**src/rtl/crack_par.sv**
```systemverilog
// crack_par: strided RC4 key-search controller. It starts an external ARC4
// engine per candidate key and scans the length-prefixed plaintext for bytes in range.
module crack_par #(
  parameter int         KEY_BITS   = 24,
  parameter int         KEY_START  = 0,
  parameter int         KEY_STRIDE = 1,
  parameter logic [7:0] CHAR_LO    = 8'h20,
  parameter logic [7:0] CHAR_HI    = 8'h7E
) (
  input  logic                clk,
  input  logic                rst_n,
  input  logic                en,
  input  logic                stop,
  output logic                rdy,
  output logic [KEY_BITS-1:0] key,
  output logic                key_valid,
  output logic                exhausted,
  output logic                a_en,
  input  logic                a_rdy,
  output logic [KEY_BITS-1:0] a_key,
  output logic [7:0]          pt_addr,
  input  logic [7:0]          pt_rddata
);

  typedef enum logic [3:0] {
    IDLE, START, ARM, WAIT, RDLEN, SCAN, NEXT, FOUND, DONE
  } state_t;

  state_t            state, next_state;
  logic [7:0]        len;
  logic [8:0]        cnt;
  logic              rd_ph;
  logic              stop_pend;
  logic [KEY_BITS:0] sum;
  logic              carry;
  logic              byte_ok;

  assign sum     = {1'b0, key} + (KEY_BITS+1)'(KEY_STRIDE);
  assign carry   = sum[KEY_BITS];
  assign byte_ok = (pt_rddata >= CHAR_LO) && (pt_rddata <= CHAR_HI);
  assign a_key   = key;

  always_ff @(posedge clk) begin
    if (!rst_n) state <= IDLE;
    else        state <= next_state;
  end

  // cnt is the address issued this SCAN cycle; the byte being checked is cnt-1.
  always_comb begin
    next_state = state;
    case (state)
      IDLE:  if (en) next_state = START;
      START: begin
        if (stop)       next_state = IDLE;
        else if (a_rdy) next_state = ARM;
      end
      ARM:   next_state = WAIT;
      WAIT:  if (a_rdy) next_state = (stop_pend || stop) ? IDLE : RDLEN;
      RDLEN: begin
        if (stop)       next_state = IDLE;
        else if (rd_ph) next_state = (pt_rddata == 8'd0) ? FOUND : SCAN;
      end
      SCAN: begin
        if (stop)                                next_state = IDLE;
        else if (cnt >= 9'd2 && !byte_ok)        next_state = NEXT;
        else if (cnt == {1'b0, len} + 9'd1)      next_state = FOUND;
      end
      NEXT: begin
        if (stop)       next_state = IDLE;
        else if (carry) next_state = DONE;
        else            next_state = START;
      end
      FOUND:   next_state = IDLE;
      DONE:    next_state = IDLE;
      default: next_state = IDLE;
    endcase
  end

  // A stop seen while the engine runs is remembered so the engine is never abandoned.
  always_ff @(posedge clk) begin
    if (!rst_n) begin
      key       <= '0;
      key_valid <= 1'b0;
      exhausted <= 1'b0;
      len       <= 8'd0;
      cnt       <= 9'd0;
      rd_ph     <= 1'b0;
      stop_pend <= 1'b0;
    end else begin
      rd_ph <= (state == RDLEN) && (next_state == RDLEN);
      case (state)
        IDLE: begin
          stop_pend <= 1'b0;
          if (en) begin
            key       <= KEY_BITS'(KEY_START);
            key_valid <= 1'b0;
            exhausted <= 1'b0;
          end
        end
        ARM, WAIT: if (stop) stop_pend <= 1'b1;
        RDLEN: begin
          if (rd_ph) begin
            len <= pt_rddata;
            cnt <= 9'd1;
          end
        end
        SCAN:  cnt <= cnt + 9'd1;
        NEXT:  if (!stop && !carry) key <= sum[KEY_BITS-1:0];
        FOUND: key_valid <= 1'b1;
        DONE:  exhausted <= 1'b1;
        default: ;
      endcase
    end
  end

  always_comb begin
    rdy     = (state == IDLE);
    a_en    = 1'b0;
    pt_addr = 8'd0;
    if (state == START && a_rdy && !stop && rst_n) a_en = 1'b1;
    if (state == SCAN && cnt <= {1'b0, len})       pt_addr = cnt[7:0];
  end

endmodule

```
**config.mk**
```make
export PLATFORM = sky130hd
export DESIGN_NAME = crack_par
export DESIGN_NICKNAME = d
export VERILOG_FILES = /design/src/rtl/crack_par.sv
export SDC_FILE = /design/constraint.sdc
export NUM_CORES = 1
export LEC_CHECK = 0
export BUFFER_PORTS_ARGS = -buffer_cell sky130_fd_sc_hd__buf_2
export CAP_MARGIN = 20
export CORE_ASPECT_RATIO = 1.5
export CORE_MARGIN = 2
export CORE_UTILIZATION = 55
export CTS_CLUSTER_DIAMETER = 60
export CTS_CLUSTER_SIZE = 12
export DETAILED_ROUTE_END_ITERATION = 10
export PLACE_DENSITY_LB_ADDON = 0.05
export SYNTH_ARGS = -nofsm -noshare
export SYNTH_HDL_FRONTEND = slang
export SYNTH_SLANG_ARGS = --single-unit
export TNS_END_PERCENT = 20
```
**constraint.sdc**
```tcl
create_clock -name clk -period 2.8 [get_ports clk]
set_input_delay 0.84 -clock clk [delete_from_list [all_inputs] [get_ports clk]]
set_output_delay 0.84 -clock clk [all_outputs]
set_load 0.05 [all_outputs]
```
# After elaboration in Yosys (flattened, before gate mapping)
# Index checks and enable logic that the tools add are counted.
[classes]
n_addsub = 3
n_mul = 0
div = 0
magnitude_cmp = 4
eq_ne = 14
n_shift = 0
mux = 26
n_bitwise = 0
n_reduce_logical = 26
[ops]
columns = ["cell", "count"]
rows = [
  ["24-bit 2-to-1 mux", 2],
  ["24-bit case mux with 2 select lines", 1],
  ["4-bit 2-to-1 mux", 11],
  ["4-bit case mux with 7 select lines", 1],
  ["24-bit by 1-bit adder with 25-bit output, second input constant", 1],
  ["4-bit by 3-bit equality test with 1-bit output, second input constant", 5],
  ["9-bit case mux with 2 select lines", 1],
  ["2-bit AND reduction", 5],
  ["2-bit nonzero test", 5],
  ["8-bit by 1-bit adder with 9-bit output, second input constant", 1],
  ["9-bit by 1-bit adder with 9-bit output, second input constant", 1],
  ["9-bit equality test", 1],
  ["9-bit by 2-bit greater-or-equal comparator with 1-bit output, second input constant", 1],
  ["9-bit by 8-bit <= comparator with 1-bit output", 1],
  ["9-bit 2-to-1 mux", 1],
  ["4-bit by 2-bit equality test with 1-bit output, second input constant", 2],
  ["8-bit by 6-bit greater-or-equal comparator with 1-bit output, second input constant", 1],
  ["8-bit by 7-bit <= comparator with 1-bit output, second input constant", 1],
  ["1-bit logical AND", 8],
  ["8-bit logical NOT", 1],
  ["8-bit 2-to-1 mux", 1],
  ["2-bit inequality test, second input constant", 4],
  ["1-bit case mux with 2 select lines", 3],
  ["4-bit by 1-bit equality test with 1-bit output, second input constant", 1],
  ["other kinds (9)", 13],
]
[totals]
regBits = 49
latchBits = 0
mem_bits_rw = 0
rom_bits = 0
inputBits = 13
elab_cells = 81
memories = 0

# Depth between registers and ports, before layout
# Gate-level depths: netlist of the first run.
[logic_depth]
ltp_word = 9
depth_mapped = 9
ltp_nobuf = 8

# Worst setup path after synthesis of the first run
# Ideal clock, no wire load.
[synth_path]
kind = "input-to-output"
from = "input stop"
to = "output a_en"
arrival_ps = 2448
required_ps = 1960
slack_ps = -488
stages = 2
path_buffers = 0
path_cell_list = "nand2b_1 > nor4_1"
[synth_between]
elab_chain_cells = 4
[synth_rtl]
columns = ["item", "line_no", "text"]
rows = [
  ["from (decl)", "13", "input logic stop,"],
  ["1-bit logical NOT", "120", "if (state == START && a_rdy && !stop && rst_n) a_en = 1'b1;"],
  ["1-bit logical AND (2 in a row)", "120", ""],
  ["1-bit 2-to-1 mux", "120", ""],
  ["to (decl)", "18", "output logic a_en,"],
]
# No other way between the ends.

# Worst setup path in the final report of the first run
[layout_path]
from = "register cnt[1]"
to = "output pt_addr[7]"
[layout_between]
elab_chain_cells = 3
[layout_rtl]
columns = ["item", "line_no", "text"]
rows = [
  ["from (decl)", "31", "logic [8:0] cnt;"],
  ["from (signal assigned)", "107", "SCAN: cnt <= cnt + 9'd1;"],
  ["9-bit by 8-bit <= comparator with 1-bit output", "121", "if (state == SCAN && cnt <= {1'b0, len}) pt_addr = cnt[7:0];"],
  ["1-bit logical AND", "121", ""],
  ["8-bit 2-to-1 mux", "121", ""],
  ["to (decl)", "21", "output logic [7:0] pt_addr,"],
]
# No other way between the ends.

==> impl_metrics.toml, run 1 <==
[synth]
ys.flop_type = "dfxtp_1"
netlist_area_um2 = 3240
ys.warnings.count = 0
synth.most_common_cell = "dfxtp_1"
synth_top_area_share_pct = 30.3
async_reset_ff_share_pct = 0
synth_cells = 406
synth.distinct_cells = 64
syn_avg_cell_area_um2 = 7.97
ys_seq_area_share_pct = 30.3
synth_edf_count = 0
ys_ff_latch = 49
synthTopCellsByCount = "49 x dfxtp_1, 43 x nor2_1, 31 x nand2_1, 27 x nand3_1, 26 x a21oi_1"
yosys.area.top_type = "dfxtp_1"
syn_nets = 431
yosys-top-cells-area = "dfxtp_1 30%, buf_4 5.8%, xnor2_1 5.7%"

[placement]
hpwlAfterDp_mm = 6.17
gp_congestion = 0.862
post-place-ws_ns = -0.104
numPortBuffers = 72

[timing]
finalHoldViolCount = 0
setup_viol = 8
tightestPinTransition_ns = 0.692
skew_ns = 0.00734
min_period_ns = 3.00
fin_setup_tns_ns = -1.51
maxSlewViolCount = 0
fmax_mhz = 334
post-route-period-util_pct = 107
relSlewSlack_pct = 53.8
setup_slack_ns = -0.196
rsz0062_at_grt = "yes"

[global_routing]
grt_antenna_before_repair = 0
track_usage_pct = 26.3
grt_max_degree = 22
overflow = 0
grt_pass1_vias = 2894
grt_pass1_wl_mm = 13.6

[worst_hold_path]
min_path_type = "reg -> reg"

[status]
outcome = "finished with violations"
violations = "setup timing"

[worst_setup_path]
start_kind = "flip-flop"
crit_path_max_fanout = 8
cp-end-kind = "output pin"
critical_path_class = "reg -> out"
crit_arrival_ns = 2.16
required_ns = 1.96

[drt]
firstDrtPassIters = 4
route.detailed.drc = 0
drt-total-wl_mm = 8.18
ant_nets = 0
wl_per_cell_um = 15.2
vias_per_cell = 5.72
vias = 3071
dr.first_iter.drc_count = 121

[power_and_ir_drop]
total_power_w = 0.00135
vdd_drop_max_mv = 0.287
p_per_area_nw_per_um2 = 356
power_leakage_nw = 1.55

[layout]
antenna_cells = 0
fin_nets = 489
utilization_pct = 66.1
layout-drive-gt1-share_pct = 30.5
syn2layout_area_growth_pct = 17.3
final.fill_count = 532

[floorplanning]
die-area_um2 = 6530
coreArea_um2 = 5740
io_pins = 73
initial_utilization_pct = 56.3
num_rows = 34
dieWidth_um = 66.6
die_h_um = 97.9

[cts]
clock_sinks = 49
clock_latency_ns = 0.30
clk_pin_slew_ns = 0.09
hold_buffers = 0
cts_root_buf = "clkbuf_8"
ctsLongestPathBuffers = 2
htree_levels = 2
cts_tree = "yes"
cts_made_buffers = 5

[flow_run]
cap_violations = 0
-- cells in the final DEF (no fill, tap or decap), types with 5 or more instances in the layout --
cell type / instances
o21ai_0: 5
nand4_1: 13
clkbuf_8: 6
inv_1: 14
buf_2: 64
dfxtp_1: 47
nand3_1: 27
or3_1: 6
ha_1: 10
nor4_1: 11
xnor2_1: 21
nor3_1: 7
buf_6: 6
a21oi_1: 26
nand2_1: 31
xor2_1: 7
buf_4: 23
and3_1: 11
a21oi_2: 9
nor2_1: 43
-- logic make-up after synthesis --
group	Yosys count	synth area share [%]
AND/OR/NAND/NOR	183	30.7
AO/OA/AOI/OAI	71	15.2
buffers and inverters	60	10.6
flip-flops	49	30.3
XOR/XNOR	28	7.58
adder cells (fa/ha/maj)	12	4.64
multiplexers	3	0.967
-- path summary, 6_finish.rpt --
path	to	from	slack, ns	depth (start not counted)
max	pt_addr[7]	cnt[1]$_SDFFE_PN0P_	-0.20	8
min	exhausted$_SDFFE_PN0P_	exhausted$_SDFFE_PN0P_	0.49	2
min reg2reg	exhausted$_SDFFE_PN0P_	exhausted$_SDFFE_PN0P_	0.49	2
max reg2reg	a_key[3]$_SDFFE_PN0P_	a_key[12]$_SDFFE_PN0P_	0.49	6
-- metrics by stage --
| stage | instances | hold WS [ns] | cell area, um^2 |
|---|---|---|---|
| floorplan | 406 | 0.461 | 3240 |
| global placement | 527 | 0.471 | 3570 |
| detailed placement | 527 | 0.486 | 3570 |
| CTS | 536 | 0.504 | 3780 |
| global route | 537 | 0.538 | 3800 |
| finish | 537 | 0.494 | 3800 |
-- sequential cells by signal, indices dropped and copies added, names as in the netlist --
register and cells:
key_valid 1, a_key 24, cnt 9, len 8
rd_ph 1, stop_pend 1, exhausted 1, state 4
-- metal layers --
metal	GRT usage [%]	wire length [um]	up-vias
met5	0	0	-
met4	11.1	231	0
met3	4.49	277	20
met2	49.3	4480	67
met1	27.7	3190	1456
li1	-	-	1528
-- power by group --
group          total [W]  internal, W  switching [W]
Sequential      0.000707     0.000700     0.00000662
Combinational   0.000112    0.0000344      0.0000776
Clock           0.000533     0.000291       0.000242
Total            0.00135      0.00103       0.000326
-- area by class of cell --
class	count	area [um^2]	share of cell area [%]
Sequential cell	49	983	25.9
Clock buffer	6	82.6	2.18
Tap cell	72	90.1	2.37
Multi-Input combinational cell	297	1950	51.4
Timing Repair Buffer	95	591	15.6
Inverter	16	60.1	1.58
Clock inverter	2	37.5	0.989
-- worst max-delay path, stage by stage, from the launching register on --
cell	delay, ns
dfxtp_2	0.35
ha_4	0.24
nor2b_4	0.12
o21a_1	0.17
o21a_1	0.17
o211ai_1	0.18
a41o_2	0.29
and3_4	0.20
buf_8	0.14
-- timing repair --
item | CTS | global route
buffers inserted | 1 | 1
resized for setup | 24 | 4
pin swaps | 9 | 2
endpoints found under the setup margin | 8 | 8
Power figures use the tool's default switching activity.
==> run 2: changes to the inputs <==
ABC_AREA = 1   (was unset)
==> run 2 against run 1 <==
Compared with the run above:
- the run now ends clean
- sequential power about the same
- via count grew 20%
- sequential cell count did not move
- combinational power up 19%
- first-iteration DRC count is 51% higher
- largest cell class unchanged
==> impl_metrics.toml, run 2 <==
[cts]
hold_buffers = 0
clk_pin_slew_ns = 0.09
cts_tree = "yes"
clock_latency_ns = 0.30
cts_root_buf = "clkbuf_8"
htree_levels = 2
ctsLongestPathBuffers = 2
cts_made_buffers = 5
clock_sinks = 49

[synth]
synth_edf_count = 0
ys_seq_area_share_pct = 28.6
syn_nets = 553
ys_ff_latch = 49
async_reset_ff_share_pct = 0
synth_top_area_share_pct = 28.6
syn_avg_cell_area_um2 = 6.50
ys.flop_type = "dfxtp_1"
synth.most_common_cell = "nand2_1"
ys.warnings.count = 0
yosys.area.top_type = "dfxtp_1"
synth.distinct_cells = 39
netlist_area_um2 = 3430
yosys-top-cells-area = "dfxtp_1 29%, nand2_1 13%, nor2_1 7.8%"
synthTopCellsByCount = "120 x nand2_1, 71 x nor2_1, 49 x dfxtp_1, 48 x inv_1, 45 x a21oi_1"
synth_cells = 528

[layout]
syn2layout_area_growth_pct = 18.5
final_common_cell = "nand2_1"
final_cell_mix = "118 x nand2_1, 64 x buf_2, 63 x nor2_1"
largest_reg_flops = 24
layout-drive-gt1-share_pct = 25.8
final_area_um2 = 4070
fin_nets = 614
antenna_cells = 0
final.fill_count = 555

[power_and_ir_drop]
total_power_w = 0.00130
p_comb_share_pct = 10.2
p_int_w = 0.000959
clkPwrFrac_pct = 35.5
sw_frac_of_total_pct = 26.3
vdd_drop_max_mv = 0.275
seqPwrFrac_pct = 54.3
p_per_area_nw_per_um2 = 320
power_leakage_nw = 1.71
p_sw_w = 0.000342

[global_routing]
grt_max_degree = 27
grt_antenna_before_repair = 0
overflow = 0
grt_pass1_wl_mm = 15.4
grt_pass1_vias = 3421
track_usage_pct = 29.0

[floorplanning]
coreArea_um2 = 6090
initial_utilization_pct = 56.4
dieWidth_um = 68.5
die-area_um2 = 6910
io_pins = 73
num_rows = 35
die_h_um = 101

[drt]
firstDrtPassIters = 5
wl_met2_mm = 5.29
routed.top_layer = "met4"
wl_met3_um = 420
route.detailed.drc = 0
dr.first_iter.drc_count = 183
drt-total-wl_mm = 9.63
wl_per_cell_um = 14.5
vias = 3670
wl_met1_mm = 3.63
ant_nets = 0
vias_per_cell = 5.53

[worst_setup_path]
worstSetupStartpoint = "len[2]$_SDFFE_PN0P_"
crit_path_max_fanout = 5
regToRegSetupSlack_ns = 0.81
critical_path_class = "reg -> out"
r2r-end = "a_key[7]$_SDFFE_PN0P_"
start_kind = "flip-flop"
rr_worst_depth = 9
cp-end-kind = "output pin"
crit_arrival_ns = 1.95
r2r_start = "a_key[18]$_SDFFE_PN0P_"
required_ns = 1.96

[timing]
skew_ns = 0.00561
maxSlewViolCount = 0
post-route-period-util_pct = 99.7
finalHoldViolCount = 0
tightestPinTransition_ns = 0.609
setup_slack_ns = 0.00706
min_period_ns = 2.79
fin_setup_tns_ns = 0
fmax_mhz = 358
rsz0062_at_grt = "yes"
relSlewSlack_pct = 59.3
setup_viol = 0

[placement]
gp_congestion = 0.939
dpl-instance-area_um2 = 3750
post-place-ws_ns = -0.0668
numPortBuffers = 72
hpwlAfterDp_mm = 7.24

[status]
outcome = "completed"

[flow_run]
cap_violations = 0

[worst_hold_path]
whs_endpoint = "key_valid$_SDFFE_PN0P_"
min_path_type = "reg -> reg"
hold_depth = 2
min_from = "key_valid$_SDFFE_PN0P_"
[run 2: final cells by class]
type	instances	area, um^2	share of cell area [%]
inverter	51	191	4.70
clock buffer	7	96.3	2.37
sequential	49	988	24.3
multi-input combinational	393	2140	52.7
clock inverter	1	5.00	0.123
timing repair buffer	89	553	13.6
tap	74	92.6	2.27
[run 2: power by group through the flow]
| stage | Combinational (W) | Clock, W | Sequential [W] |
|---|---|---|---|
| global placement | 0.000131 | 0 | 0.000723 |
| finish | 0.000133 | 0.000462 | 0.000706 |
| floorplan | 0.0000939 | 0 | 0.000730 |
| global route | 0.000146 | 0.000502 | 0.000707 |
| detailed placement | 0.000133 | 0 | 0.000723 |
| CTS | 0.000133 | 0.000477 | 0.000707 |
[run 2: worst max path at each step]
stage,endpoint,depth (start not counted)
2_1_floorplan,pt_addr[0],9
3_3_place_gp,pt_addr[5],10
3_5_place_dp,pt_addr[4],10
4_1_cts,pt_addr[0],11
5_1_grt,pt_addr[4],11
6_report,pt_addr[0],11
[run 2: cell families after synthesis]
| group | share of synthesized area (%) |
|---|---|
| AND/OR/NAND/NOR | 37.0 |
| flip-flops | 28.6 |
| XOR/XNOR | 2.30 |
| AO/OA/AOI/OAI | 15.0 |
| buffers and inverters | 12.8 |
| adder cells (fa/ha/maj) | 4.37 |
[run 2: critical path, stage by stage, from the launching register on]
cell and delay (ns):
dfxtp_2 0.34, inv_2 0.05, ha_4 0.27, nand2_2 0.07
o21ai_2 0.12, a21boi_2 0.07, o21ai_2 0.12, a21oi_2 0.07
o21ai_2 0.17, buf_6 0.19, nor2_4 0.05, buf_8 0.14
[run 2: timing repair]
| action | in CTS | in global routing |
|---|---|---|
| endpoints found under the setup margin | 8 | 8 |
| setup buffers | 2 | 0 |
| pin swaps | 9 | 3 |
| gates resized for setup | 50 | 9 |
[run 2: per-layer routing]
layer	up-vias	global-route usage [%]
li1	1837	-
met1	1678	30.3
met2	136	55.5
met3	19	3.58
met4	0	11.4
met5	-	0
[run 2: metrics by stage]
| stage | util [%] | std cells | hold WS (ns) |
|---|---|---|---|
| 4_1_cts | 66.3 | 664 | 0.468 |
| 6_report | 66.9 | 664 | 0.465 |
| 3_3_place_gp | 61.6 | 654 | 0.450 |
| 2_1_floorplan | - | 528 | 0.450 |
| 5_1_grt | 66.9 | 664 | 0.490 |
| 3_5_place_dp | 61.6 | 654 | 0.454 |
